==> config.mk <==
export PLATFORM = sky130hd
export DESIGN_NAME = atm_txn_logger_flat
export DESIGN_NICKNAME = d
export VERILOG_FILES = /design/src/rtl/atm_txn_logger_if.sv /design/src/rtl/atm_txn_logger.sv /design/src/flat_wrapper.sv
export SDC_FILE = /design/constraint.sdc
export NUM_CORES = 1
export LEC_CHECK = 0
export ABC_AREA = 0
export CORE_MARGIN = 3
export CORE_UTILIZATION = 40
export DETAILED_ROUTE_END_ITERATION = 6
export PLACE_DENSITY = 0.55
export SYNTH_ARGS = -nofsm -noshare
export SYNTH_HDL_FRONTEND = slang
export SYNTH_SLANG_ARGS = --single-unit
==> constraint.sdc <==
create_clock -name clk -period 4.15 [get_ports clk]
set_input_delay 0.415 -clock clk [delete_from_list [all_inputs] [get_ports clk]]
set_output_delay 0.415 -clock clk [all_outputs]
set_load 0.05 [all_outputs]
==> src/rtl/atm_txn_logger_if.sv <==
// Read-side record channel of the ATM transaction logger.
// The logger drives the head record and rd_valid; the receipt/audit consumer
// answers with rd_ready.
interface atm_txn_logger_if #(
  parameter int card_width    = 3,
  parameter int balance_width = 20,
  parameter int seq_width     = 8
);
  logic                     rd_valid;
  logic                     rd_ready;
  logic [seq_width-1:0]     rd_seq;
  logic [card_width-1:0]    rd_card;
  logic [1:0]               rd_op;
  logic [balance_width-1:0] rd_balance;
  logic                     rd_error;

  modport master (
    output rd_valid, rd_seq, rd_card, rd_op, rd_balance, rd_error,
    input  rd_ready
  );

  modport slave (
    input  rd_valid, rd_seq, rd_card, rd_op, rd_balance, rd_error,
    output rd_ready
  );
endinterface

==> src/rtl/atm_txn_logger.sv <==
// Transaction log buffer behind the ATM top level.
// One record per rising edge of op_done is pushed into a show-ahead FIFO
// that is drained over a valid/ready channel. A sticky overflow flag records
// dropped records, and a saturating per-session count is cleared on card eject.
module atm_txn_logger #(
  parameter int card_width    = 3,
  parameter int balance_width = 20,
  parameter int depth_log2    = 3,
  parameter int seq_width     = 8
) (
  input  logic                     clk,
  input  logic                     rst,
  input  logic                     op_done,
  input  logic                     error,
  input  logic                     card_out,
  input  logic [card_width-1:0]    card_number,
  input  logic [1:0]               operation,
  input  logic [balance_width-1:0] updated_balance,
  input  logic                     clr_overflow,
  atm_txn_logger_if.master         rd,
  output logic [depth_log2:0]      fill_level,
  output logic                     overflow,
  output logic [7:0]               session_txns
);

  localparam int depth     = 1 << depth_log2;
  localparam int rec_width = seq_width + card_width + 2 + balance_width + 1;

  logic [rec_width-1:0]  mem [depth];
  logic [depth_log2-1:0] wr_ptr;
  logic [depth_log2-1:0] rd_ptr;
  logic [depth_log2-1:0] rd_ptr_next;
  logic [seq_width-1:0]  seq;
  logic                  op_done_q;
  logic                  card_out_q;

  logic                  push;
  logic                  card_edge;
  logic                  pop;
  logic                  full;
  logic                  write;
  logic                  drop;
  logic [depth_log2:0]   remaining;
  logic [depth_log2:0]   fill_next;
  logic [rec_width-1:0]  new_rec;
  logic [rec_width-1:0]  head_rec;

  // Event detection, FIFO admission and selection of the next head record.
  always_comb begin
    push        = op_done & ~op_done_q;
    card_edge   = card_out & ~card_out_q;
    pop         = rd.rd_valid & rd.rd_ready;
    full        = (fill_level == (depth_log2 + 1)'(depth));
    write       = push & (~full | pop);
    drop        = push & full & ~pop;
    remaining   = fill_level - (depth_log2 + 1)'(pop);
    fill_next   = remaining + (depth_log2 + 1)'(write);
    rd_ptr_next = rd_ptr + depth_log2'(pop);
    new_rec     = {seq, card_number, operation, updated_balance, error};
    head_rec    = mem[rd_ptr_next];
    if (remaining == '0) begin
      head_rec = new_rec;
    end
  end

  // Record storage; a write never targets the slot presented as the next head.
  always_ff @(posedge clk) begin
    if (write) begin
      mem[wr_ptr] <= new_rec;
    end
  end

  // FIFO pointers, show-ahead head registers, sequence and edge-detect state.
  always_ff @(posedge clk or negedge rst) begin
    if (!rst) begin
      wr_ptr        <= '0;
      rd_ptr        <= '0;
      fill_level    <= '0;
      seq           <= '0;
      op_done_q     <= 1'b0;
      card_out_q    <= 1'b0;
      rd.rd_valid   <= 1'b0;
      rd.rd_seq     <= '0;
      rd.rd_card    <= '0;
      rd.rd_op      <= '0;
      rd.rd_balance <= '0;
      rd.rd_error   <= 1'b0;
    end else begin
      op_done_q   <= op_done;
      card_out_q  <= card_out;
      fill_level  <= fill_next;
      rd_ptr      <= rd_ptr_next;
      rd.rd_valid <= (fill_next != '0);
      if (write) begin
        wr_ptr <= wr_ptr + 1'b1;
      end
      if (push) begin
        seq <= seq + 1'b1;
      end
      if (fill_next != '0) begin
        {rd.rd_seq, rd.rd_card, rd.rd_op, rd.rd_balance, rd.rd_error} <= head_rec;
      end
    end
  end

  // Sticky overflow: a dropping push takes priority over a clear request.
  always_ff @(posedge clk or negedge rst) begin
    if (!rst) begin
      overflow <= 1'b0;
    end else if (drop) begin
      overflow <= 1'b1;
    end else if (clr_overflow) begin
      overflow <= 1'b0;
    end
  end

  // Per-session count of push events, saturating, restarted on card eject.
  always_ff @(posedge clk or negedge rst) begin
    if (!rst) begin
      session_txns <= '0;
    end else if (card_edge) begin
      session_txns <= push ? 8'd1 : 8'd0;
    end else if (push && session_txns != 8'hFF) begin
      session_txns <= session_txns + 8'd1;
    end
  end

endmodule

==> src/flat_wrapper.sv <==
// flat-port wrapper written by rule: the top's interface ports become plain ports
module atm_txn_logger_flat 
#(
  parameter int card_width    = 3,
  parameter int balance_width = 20,
  parameter int depth_log2    = 3,
  parameter int seq_width     = 8
)
  (clk, rst, op_done, error, card_out, card_number, operation, updated_balance, clr_overflow, fill_level, overflow, session_txns, rd_rd_valid, rd_rd_seq, rd_rd_card, rd_rd_op, rd_rd_balance, rd_rd_error, rd_rd_ready);
  atm_txn_logger_if #(.card_width(card_width), .balance_width(balance_width), .seq_width(seq_width)) rd_i ();
  input  logic clk;
  input  logic rst;
  input  logic op_done;
  input  logic error;
  input  logic card_out;
  input  logic [card_width-1:0] card_number;
  input  logic [1:0] operation;
  input  logic [balance_width-1:0] updated_balance;
  input  logic clr_overflow;
  output logic [depth_log2:0] fill_level;
  output logic overflow;
  output logic [7:0] session_txns;
  output wire logic [$bits(rd_i.rd_valid)-1:0] rd_rd_valid;
  output wire logic [$bits(rd_i.rd_seq)-1:0] rd_rd_seq;
  output wire logic [$bits(rd_i.rd_card)-1:0] rd_rd_card;
  output wire logic [$bits(rd_i.rd_op)-1:0] rd_rd_op;
  output wire logic [$bits(rd_i.rd_balance)-1:0] rd_rd_balance;
  output wire logic [$bits(rd_i.rd_error)-1:0] rd_rd_error;
  input wire logic [$bits(rd_i.rd_ready)-1:0] rd_rd_ready;
  assign rd_rd_valid = rd_i.rd_valid;
  assign rd_rd_seq = rd_i.rd_seq;
  assign rd_rd_card = rd_i.rd_card;
  assign rd_rd_op = rd_i.rd_op;
  assign rd_rd_balance = rd_i.rd_balance;
  assign rd_rd_error = rd_i.rd_error;
  assign rd_i.rd_ready = rd_rd_ready;
  atm_txn_logger #(.card_width(card_width), .balance_width(balance_width), .depth_log2(depth_log2), .seq_width(seq_width)) u_core (.clk(clk), .rst(rst), .op_done(op_done), .error(error), .card_out(card_out), .card_number(card_number), .operation(operation), .updated_balance(updated_balance), .clr_overflow(clr_overflow), .rd(rd_i), .fill_level(fill_level), .overflow(overflow), .session_txns(session_txns));
endmodule
==> Word-level counts from Yosys, hierarchy flattened <==
Memories as Yosys holds them, arrays and structs flattened.
Index checks and enable logic that the tools add are counted.
{ "totals": {"regBits": 64, "latch_bits": 0, "ram_bits": 272, "rom_bits": 0, "out_inout_bits": 48, "word_cells": 47, "memories": 1} }
{ "mem_list": {"columns": ["name", "words", "width", "read_ports", "rd_ports_with_merged_regs", "write_ports", "line", "text"], "rows": [
  ["u_core.mem", 8, 34, 1, 0, 1, "atm_txn_logger.sv:29", "logic [rec_width-1:0] mem [depth];"]
]} }
{ "op_classes": {"addsub": 6, "multipliers": 0, "div": 0, "n_lt_le_gt_ge": 0, "eq_ne": 2, "shifts": 0, "mux": 8, "bitwise": 11, "reduce_logical": 5} }
{ "op_table": {"columns": ["operator", "count"], "rows": [
  ["34-bit 2-to-1 mux", 1],
  ["8-bit by 1-bit adder with 8-bit output (second input constant)", 2],
  ["8-bit 2-to-1 mux", 2],
  ["8-bit inequality test (second input constant)", 1],
  ["1-bit AND", 6],
  ["1-bit 2-to-1 mux", 5],
  ["4-bit by 1-bit adder with 4-bit output", 1],
  ["4-bit == test (second input constant)", 1],
  ["4-bit zero test", 1],
  ["1-bit inverter", 4],
  ["2-bit nonzero test", 2],
  ["4-bit nonzero test", 1],
  ["4-bit by 1-bit subtractor with 4-bit output", 1],
  ["3-bit by 1-bit adder with 3-bit output", 1],
  ["3-bit by 1-bit adder with 3-bit output (second input constant)", 1],
  ["1-bit logical AND", 1],
  ["1-bit bitwise OR", 1]
]} }

==> Longest topological paths before layout <==
Gate-level depths: netlist of run 1.
{ "logic_depth": {"depth_word": 6, "mapped_depth": 13} }

==> Worst setup path before layout of run 1 <==
OpenSTA, ideal clock, no wires.
{ "synth_timing": {"path_kind": "register to register", "start": "register u_core.fill_level[2]", "end": "memory u_core.mem[0][0] (netlist bit), enable pin", "setup_ns": 0.510, "arrival_ns": 4.365, "required_time_ns": 3.640, "path_slack_ns": -0.725, "path_stages_with_launch": 5, "n_path_buf": 0, "period_less_slack_ns": 4.875, "path_cell_list": "dfrtp_1 a211oi_1 nand3_1 nand2_1 nor4_1"} }
{ "synth_between": {"elab_chain_len": 6} }
{ "synth_rtl": {"columns": ["item", "line", "text"], "rows": [
  ["from (decl)", "atm_txn_logger.sv:21", "output logic [depth_log2:0] fill_level,"],
  ["from (signal assigned)", "atm_txn_logger.sv:91", "fill_level <= fill_next;"],
  ["4-bit == test", "atm_txn_logger.sv:53", "full = (fill_level == (depth_log2 + 1)'(depth));"],
  ["1-bit inverter", "atm_txn_logger.sv:54", "write = push & (~full | pop);"],
  ["1-bit bitwise OR", "atm_txn_logger.sv:54", null],
  ["1-bit AND", "atm_txn_logger.sv:54", null],
  ["1-bit 2-to-1 mux", "atm_txn_logger.sv:68", "if (write) begin"],
  ["1-bit 2-to-1 mux (implied by the code)", "atm_txn_logger.sv:69", "mem[wr_ptr] <= new_rec;"],
  ["to (decl)", "atm_txn_logger.sv:29", null]
]} }
No other way between the ends.

==> Worst setup path in the final report of run 1 <==
{ "layout_timing": {"start": "register u_core.fill_level[2]", "end": "register u_core.rd.rd_seq[5]"} }
{ "layout_between": {"elab_chain_len": 6, "word_cells_on_any_way": 9, "classes_between": "add/sub: 2; eq/ne: 1; mux: 1; bitwise: 3; reduce/logical: 2"} }
{ "layout_rtl": {"columns": ["item", "line", "text"], "rows": [
  ["4-bit == test", "atm_txn_logger.sv:53", null],
  ["1-bit inverter", "atm_txn_logger.sv:54", null],
  ["1-bit bitwise OR", "atm_txn_logger.sv:54", null],
  ["1-bit AND", "atm_txn_logger.sv:54", null],
  ["via u_core.write", "atm_txn_logger.sv:41", "logic write;"],
  ["4-bit by 1-bit adder with 4-bit output", "atm_txn_logger.sv:57", "fill_next = remaining + (depth_log2 + 1)'(write);"],
  ["via u_core.fill_next[2]", "atm_txn_logger.sv:44", "logic [depth_log2:0] fill_next;"],
  ["4-bit nonzero test", "atm_txn_logger.sv:100", "if (fill_next != '0) begin"],
  ["to (signal assigned)", "atm_txn_logger.sv:101", "{rd.rd_seq, rd.rd_card, rd.rd_op, rd.rd_balance, rd.rd_error} <= head_rec;"],
  ["to (decl)", "atm_txn_logger_if.sv:18", "output rd_valid, rd_seq, rd_card, rd_op, rd_balance, rd_error,"]
]} }
The timed path passes the listed nets, and every way through them passes these cells.
A chain may end at the register's enable or synchronous reset.

==> impl_metrics.py, run 1 <==
metrics = {
    "routing": {
        "antenna_left": 0,
        "drtPass1Iterations": 5,
        "post_drt_wl_per_cell_um": 22.3,
        "drt_iter0_markers": 465,
        "routed_wl_um": 30400,
        "via_per_inst": 5.40,
        "drc": 0,
        "num_vias": 7370,
    },
    "yosys": {
        "netlist_area_um2": 13500,
        "synthDistinctLibCells": 47,
        "avgSynthCellArea_um2": 16.9,
        "synth_warnings": 0,
        "synthesis.nets": 842,
        "synth_ff_type": "edfxtp_1",
        "synth_edf_count": 272,
        "synth-async-reset-ratio_pct": 19.0,
        "ys_ff_latch": 336,
        "netlist_instances": 801,
        "yosysSeqAreaShare_pct": 72.2,
    },
    "die": {
        "die-area_um2": 36100,
        "coreArea_um2": 32900,
        "fp.dieW_um": 190,
        "io_pins": 80,
        "die_h_um": 190,
        "row_count": 66,
        "initial_core_util_pct": 41.1,
    },
    "grt": {
        "grtUsageTotal_pct": 17.1,
        "globalRouteOverflowTotal": 0,
        "antenna_found_initial": 0,
        "grt_pass1_wl_um": 46800,
        "grt_pass1_vias": 7667,
        "grt_max_degree": 69,
    },
    "cells_and_area": {
        "layout.nets": 934,
        "area_growth_syn_to_layout_pct": 19.3,
        "layout_common_cells": "edfxtp_1, clkdlybuf4s50_1, dfrtp_1, nor2b_1",
        "n_fill_cell": 2807,
        "layoutNonFillerInstCount": 1364,
        "final-seq-area_um2": 9770,
        "antennaDiodeCount": 0,
        "layout_commonest_cell": "edfxtp_1",
        "multi_input_area_um2": 3530,
        "drive_gt1_share_pct": 15.6,
    },
    "clock_network": {
        "cts_buffers": 37,
        "htree_levels": 2,
        "worstSkewPairLatency_ps": 510,
        "cts_tree": "done",
        "cts-resized-gates": 0,
        "clockBufferDepth": 3,
        "cts.sinks": 336,
        "post_cts.repair.setup_buffers": 0,
        "clk_pin_slew_ps": 60,
        "clk_root_buffer_cell": "clkbuf_16",
        "holdBufCountCts": 0,
    },
    "pwr": {
        "p_per_area_nw_per_um2": 832,
        "p_leak_nw": 5.57,
        "fin_total_pwr_w": 0.0134,
        "ir_drop_v": 0.000417,
    },
    "critical_path": {
        "critPathLaunchType": "flip-flop",
        "r2r-start": "u_core.fill_level[2]",
        "cp.arrival_ps": 3540,
        "timing.rr.end": "u_core.rd.rd_seq[5]",
        "cp.required_ps": 4600,
        "cp-startpoint": "u_core.fill_level[2]",
        "path_max_fanout": 34,
        "worstSetupEndpointType": "flip-flop",
        "timing.reg2reg.setup_slack_ps": 1060,
        "critPathKind": "flip-flop to flip-flop",
        "reg2regPathDepth": 13,
    },
    "timing": {
        "max_slew_margin_pct": 34.1,
        "hold_violations": 0,
        "maxSlewViolCount": 0,
        "finalCritPeriodShare_pct": 74.5,
        "finClkSkew_ps": 8.37,
        "rsz0062_at_grt": "false",
        "worst_pin_slew_ps": 988,
        "fmax_mhz": 324,
        "finalSetupViolCount": 0,
        "min_period_ps": 3090,
        "tns_ps": 0,
    },
    "outcome": {
        "status": "complete, no violations",
    },
    "placement": {
        "port_buffers": 79,
        "gp_congestion": 0.739,
        "hpwl_um": 16500,
        "placed_cells": 1296,
    },
    "job": {
        "cap_violations": 0,
    },
    "worst_hold_path": {
        "hold_class": "input port to asynchronous set/reset pin",
    },
}
cells by family (layout without fill, tap and decap cells):
kind of cell    after synthesis  after routing  synth area share (%)
buf+inv                      63            184                  2.50
xor+xnor                     18             18                  1.40
simple gates                195            195                  8.23
compound gates              142            142                  8.84
fa+ha+maj                     9              9                 0.832
flops                       336            336                  72.2
mux                          38             38                  6.05
critical path: stages, from the launching register on:
cell and delay, ps:
dfrtp_1 440, a211oi_1 240, nand3_1 150, nand2_1 110
buf_4 170, inv_1 100, ha_1 210, ha_1 190
xor3_2 240, nor3_2 200, nor3b_4 210, buf_4 470
a211o_2 190, o22a_1 120
cell usage after synthesis (9+ instances only):
cell       count  area, um2
a2111oi_0     33        289
a211o_1       27        236
a211oi_1      34        255
and2b_1        9       67.6
buf_2         14       70.1
clkbuf_1      25       93.8
dfrtp_1       64       1600
edfxtp_1     272       8170
ha_1           9        113
mux4_2        35        788
nand2_1       17       63.8
nor2_1        42        158
nor2b_1       59        369
nor4_1        33        206
o22a_1        31        272
how the worst max path moves through the flow:
stage	endpoint	slack, ps	cells past startpoint
after floorplan	u_core.mem[4][0]	6	6
after global placement	u_core.rd.rd_seq[7]	710	14
after detailed placement	u_core.rd.rd_seq[5]	670	14
after CTS	u_core.rd.rd_seq[5]	1020	13
after global routing	u_core.rd.rd_balance[4]	780	13
final	u_core.rd.rd_seq[5]	1060	13
sequential cells by signal (all words and copies together), names as in the netlist:
register and flops:
u_core.rd.rd_balance 20, u_core.seq 8, u_core.rd.rd_error 1, u_core.rd_ptr 3
u_core.session_txns 8, u_core.mem 272, u_core.fill_level 4, u_core.rd.rd_valid 1
u_core.wr_ptr 3, u_core.rd.rd_op 2, u_core.rd.rd_card 3, u_core.rd.rd_seq 8
u_core.overflow 1, u_core.card_out_q 1, u_core.op_done_q 1
layout make-up:
cell class	count	area share (%)
tap	442	3.42
sequential	336	60.5
clock buffer	52	6.47
timing repair buffer	108	6.77
inverter	8	0.186
clock inverter	16	0.867
multi-input combinational	402	21.8
metrics by stage:
step	hold WS [ps]	util (%)	setup slack [ps]	area, um2
detailed placement	511	45.4	671	15000
global placement	509	45.4	712	15000
CTS	95.2	49.0	1020	16200
global route	122	49.0	777	16200
floorplan	119	-	5.96	13500
finish	65.6	49.0	1060	16200
per-layer routing:
layer,vias to the layer above,track usage (%),wire length (um)
met2,130,27.9,14700
li1,3404,-,-
met1,3798,24.2,14100
met3,38,2.76,1170
met4,0,4.07,500
met5,-,0,0
power breakdown:
part	switching, W	internal (W)
Combinational	0.00329	0.00237
Clock	0.00127	0.00189
Sequential	0.000368	0.00424
Total	0.00493	0.00851
No activity file was read; power rests on OpenSTA's default activity.
==> run 2: changes to the inputs <==
- clock period: 4.15 -> 2.5 ns (I/O delays scaled with it)
==> impl_metrics.py, run 2 (synthesized netlist as in run 1, its figures left out) <==
metrics = {
    "routing": {
        "via_per_inst": 5.48,
        "routed_wl_um": 33400,
        "drc": 0,
        "drtPass1Iterations": 5,
        "antenna_left": 0,
        "post_drt_wl_per_cell_um": 23.1,
        "drt_iter0_markers": 422,
        "num_vias": 7946,
    },
    "critical_path": {
        "path_max_fanout": 5,
        "worstSetupEndpointType": "flip-flop",
        "timing.reg2reg.setup_slack_ps": -100,
        "crit_end": "u_core.rd.rd_seq[0]",
        "critPathLaunchType": "flip-flop",
        "reg2regPathDepth": 13,
        "cp-startpoint": "u_core.rd.rd_valid",
        "r2r-start": "u_core.rd.rd_valid",
        "timing.rr.end": "u_core.rd.rd_seq[0]",
        "cp.required_ps": 2880,
        "critPathKind": "flip-flop to flip-flop",
        "cp.arrival_ps": 2980,
    },
    "timing": {
        "fmax_mhz": 384,
        "rsz0062_at_grt": "true",
        "worst_pin_slew_ps": 831,
        "finalCritPeriodShare_pct": 104,
        "tns_ps": -1710,
        "maxSlewViolCount": 0,
        "hold_violations": 0,
        "max_slew_margin_pct": 44.6,
        "finalSetupViolCount": 34,
        "finClkSkew_ps": 18.3,
        "fin_ws_ps": -102,
        "min_period_ps": 2600,
    },
    "grt": {
        "grtUsageTotal_pct": 18.8,
        "grt_max_degree": 48,
        "grt_pass1_wl_um": 51200,
        "antenna_found_initial": 0,
        "globalRouteOverflowTotal": 0,
        "grt_pass1_vias": 8247,
    },
    "worst_hold_path": {
        "hold_class": "input port to flip-flop",
    },
    "cells_and_area": {
        "layout_common_cells": "edfxtp_1, clkdlybuf4s50_1, buf_4, nor2b_1, dfrtp_1",
        "layout.nets": 1021,
        "final_util_pct": 53.0,
        "area_growth_syn_to_layout_pct": 29.0,
        "top_register": "u_core.mem",
        "layout_commonest_cell": "edfxtp_1",
        "design_area_um2": 17500,
        "largestRegisters": "u_core.mem x272, u_core.rd.rd_balance x20",
        "largest_reg_flops": 272,
        "antennaDiodeCount": 0,
        "drive_gt1_share_pct": 24.7,
    },
    "clock_network": {
        "cts_buffers": 36,
        "clk_root_buffer_cell": "clkbuf_16",
        "cts.sinks": 336,
        "clk_pin_slew_ps": 60,
        "clockBufferDepth": 3,
        "cts_tree": "done",
        "htree_levels": 2,
        "worstSkewPairLatency_ps": 510,
    },
    "placement": {
        "gp_congestion": 0.754,
        "port_buffers": 79,
        "place_area_um2": 15900,
        "hpwl_um": 18300,
    },
    "pwr": {
        "ir_drop_v": 0.000881,
        "p_per_area_nw_per_um2": 1430,
        "p_leak_nw": 6.15,
    },
    "job": {
        "cap_violations": 0,
    },
    "die": {
        "die-area_um2": 36100,
        "die_h_um": 190,
        "initial_core_util_pct": 41.1,
        "fp.dieW_um": 190,
        "row_count": 66,
        "coreArea_um2": 32900,
        "io_pins": 80,
    },
    "outcome": {
        "status": "finished with violations",
        "violations": "negative setup slack",
    },
}
## run 2: changes by cell type in the layout (fill, tap and decap cells not counted), moves of 6 or more
cell       previous run  this run
buf_4                23        71
a2111oi_1             0         6
buf_12                7        37
a2111oi_0            33        23
## run 2: area by class of cell
type	instances	area (um2)
Sequential cell	336	9780
Multi-Input combinational cell	402	3700
Fill cell	2682	15500
Clock buffer	58	1070
Inverter	8	32.5
Tap cell	442	553
Clock inverter	7	68.8
Timing Repair Buffer	196	2270
## run 2: power breakdown
group	total, W	internal [W]	leakage (nW)	switching [W]
Clock	0.00509	0.00303	0.552	0.00207
Sequential	0.00759	0.00705	3.22	0.000545
Combinational	0.0122	0.00593	2.38	0.00632
## run 2: per-stage QoR
stage,hold WS [ps],worst slack [ps],power (W),instances
after CTS,195,-138,0.0250,1443
after detailed placement,396,-452,0.0192,1362
after global routing,200,-195,0.0264,1449
final,210,-102,0.0249,1449
after global placement,395,-393,0.0191,1362
after floorplan,-45.6,-197,0.0146,801
## run 2: worst min-delay path by stage
stage,start,endpoint,slack (ps),cells after the start
final,card_out,u_core.card_out_q,210,1
after CTS,card_out,u_core.card_out_q,200,1
after global placement,rst,u_core.rd.rd_balance[0],400,1
after global routing,card_out,u_core.card_out_q,200,1
after floorplan,rst,u_core.card_out_q,-50,0
after detailed placement,rst,u_core.rd.rd_balance[0],400,1
## run 2: worst max-delay path, stage by stage, from the launching register on
cell and delay [ps]:
dfrtp_2 430, a211oi_2 210, nand3_2 150, nand2_4 110, inv_4 40, ha_4 160
ha_4 150, xor3_2 230, nor3_4 50, nor3b_4 150, buf_6 170, buf_12 140
a21o_2 170, o32a_1 320
## run 2: metal layers
layer,track usage [%],share of wire [%],vias to the layer above
li1,-,-,3576
met1,26.8,46,4167
met2,31.3,48,165
met3,2.36,3.8,38
met4,3.67,1.5,0
met5,0,0,-
## run 2: timing repair
action,CTS,global route
setup buffers,10,5
cloned,5,1
setup endpoints to repair,34,34
pin swaps,13,16
hold buffers,1,0
endpoints found under the hold margin,46,0
resized for setup,29,8
==> run 3: changes to the inputs <==
- MAX_ROUTING_LAYER: not set -> met4
==> impl_metrics.py, run 3 (synthesized netlist as in run 1, its figures left out) <==
metrics = {
    "grt": {
        "globalRouteOverflowTotal": 0,
        "grt_pass1_wl_um": 51200,
        "grt_pass1_vias": 8260,
        "grtUsageTotal_pct": 19.3,
        "antenna_found_initial": 0,
        "grt_max_degree": 48,
    },
    "timing": {
        "min_period_ps": 2600,
        "whs_ps": 210,
        "rsz0062_at_grt": "true",
        "finalSetupViolCount": 34,
        "hold_violations": 0,
        "max_slew_margin_pct": 44.5,
        "worst_pin_slew_ps": 833,
        "finClkSkew_ps": 17.9,
        "maxSlewViolCount": 0,
        "tns_ps": -1860,
        "fmax_mhz": 384,
        "finalCritPeriodShare_pct": 104,
        "fin_ws_ps": -105,
    },
    "die": {
        "io_pins": 80,
        "fp.dieW_um": 190,
        "initial_core_util_pct": 41.1,
        "row_count": 66,
        "coreArea_um2": 32900,
        "die-area_um2": 36100,
        "die_h_um": 190,
    },
    "routing": {
        "antenna_left": 0,
        "num_vias": 7977,
        "via_per_inst": 5.50,
        "drc": 0,
        "routed_wl_um": 33600,
        "post_drt_wl_per_cell_um": 23.2,
        "drtPass1Iterations": 4,
        "drt_iter0_markers": 431,
    },
    "critical_path": {
        "critPathLaunchType": "flip-flop",
        "critPathKind": "flip-flop to flip-flop",
        "worstSetupEndpointType": "flip-flop",
        "cp.arrival_ps": 2990,
        "slowest_stage": "dfrtp_2",
        "path_max_fanout": 5,
        "cp_num_buf_inv": 3,
        "cp_top_family": "compound AO/OA/AOI/OAI gates",
        "cpPeakStageDelay_ps": 430,
        "cp_common_cell": "ha_4",
        "cp.required_ps": 2880,
        "crit_chain": "a211oi_2 -> nand3_2 -> nand2_4 -> inv_4 -> ha_4 -> ha_4 -> xor3_2 -> nor3_4 -> nor3b_4 -> buf_6 -> buf_12 -> a21o_2 -> o32a_1",
    },
    "clock_network": {
        "clockBufferDepth": 3,
        "worstSkewPairLatency_ps": 510,
        "cts_buffers": 36,
        "htree_levels": 2,
        "clk_root_buffer_cell": "clkbuf_16",
        "clk_pin_slew_ps": 60,
        "cts.sinks": 336,
        "cts_tree": "done",
    },
    "cells_and_area": {
        "layout.nets": 1022,
        "layout_commonest_cell": "edfxtp_1",
        "antennaDiodeCount": 0,
        "area_growth_syn_to_layout_pct": 29.3,
        "largest_reg_flops": 272,
        "layout_common_cells": "edfxtp_1, clkdlybuf4s50_1, buf_4, nor2b_1, dfrtp_1",
        "largestRegisters": "u_core.mem x272, u_core.rd.rd_balance x20",
        "drive_gt1_share_pct": 24.8,
        "layoutNonFillerInstCount": 1450,
        "top_register": "u_core.mem",
    },
    "pwr": {
        "p_leak_nw": 6.16,
        "ir_drop_v": 0.000888,
        "p_per_area_nw_per_um2": 1430,
        "fin_total_pwr_w": 0.0250,
    },
    "job": {
        "cap_violations": 0,
    },
    "placement": {
        "pre_cts_slack_ps": -452,
        "hpwl_um": 18300,
        "gp_congestion": 0.764,
        "placed_cells": 1362,
        "port_buffers": 79,
    },
    "outcome": {
        "status": "finished with violations",
        "violations": "negative setup slack",
    },
    "worst_hold_path": {
        "hold_class": "input port to flip-flop",
    },
}
## run 3: cell types whose count changed in the layout (fill, tap and decap cells not counted)
cell       before  now
a211o_4         1    2
a211o_2         3    2
clkbuf_16      39   40
a21o_4          1    2
a21o_2          2    1
## run 3: per-layer routing
metal,vias up,share of wire (%),GRT usage [%]
met4,0,1.5,3.67
li1,3580,-,-
met3,38,3.7,2.36
met1,4182,46,26.7
met5,-,0,-
met2,177,49,31.4
## run 3: worst paths after layout
| path | start | end | slack, ps | cells past startpoint |
|---|---|---|---|---|
| max | u_core.rd.rd_valid | u_core.rd.rd_seq[0] | -100 | 13 |
| min | card_out | u_core.card_out_q | 210 | 1 |
| max reg2reg | u_core.rd.rd_valid | u_core.rd.rd_seq[0] | -100 | 13 |
| min reg2reg | u_core.rd.rd_balance[9] | u_core.rd.rd_balance[9] | 500 | 1 |
| max in group asynchronous | rst | u_core.card_out_q | 1500 | 3 |
| min in group asynchronous | rst | u_core.rd.rd_balance[0] | 370 | 2 |
## run 3: cell type report
| class | count | area (um2) |
|---|---|---|
| fillers | 2677 | 15400 |
| flip-flops and latches | 336 | 9780 |
| multi-input cells | 402 | 3710 |
| repair buffers | 197 | 2290 |
| clock buffers | 58 | 1070 |
| well taps | 442 | 553 |
| clock inverters | 7 | 68.8 |
| inverters | 8 | 32.5 |
## run 3: stage by stage
stage / util [%] / instance area, um2
2_1_floorplan: - / 13600
3_3_place_gp: 48.2 / 15900
3_5_place_dp: 48.2 / 15900
4_1_cts: 52.7 / 17400
5_1_grt: 53.1 / 17500
6_report: 53.1 / 17500
## run 3: repair_timing
action | in CTS | in global routing
endpoints found under the hold margin | 46 | 0
setup endpoints to repair | 34 | 34
setup buffers | 10 | 5
hold buffers | 1 | 0
cloned | 5 | 2
gates resized for setup | 29 | 10
pin swaps | 13 | 22
## run 3: power by group
group	leakage, nW	switching [W]	total (W)	internal [W]
Combinational	2.39	0.00632	0.0123	0.00595
Sequential	3.22	0.000542	0.00759	0.00705
Clock	0.552	0.00207	0.00510	0.00303
Total	6.16	0.00894	0.0250	0.0160
## run 3: worst register-to-register path, stage by stage, from the launching register on
cell and delay (ps):
dfrtp_2 430, a211oi_2 210, nand3_2 140, nand2_4 110, inv_4 50, ha_4 160, ha_4 150, xor3_2 230
nor3_4 50, nor3b_4 150, buf_6 170, buf_12 140, a21o_2 180, o32a_1 320
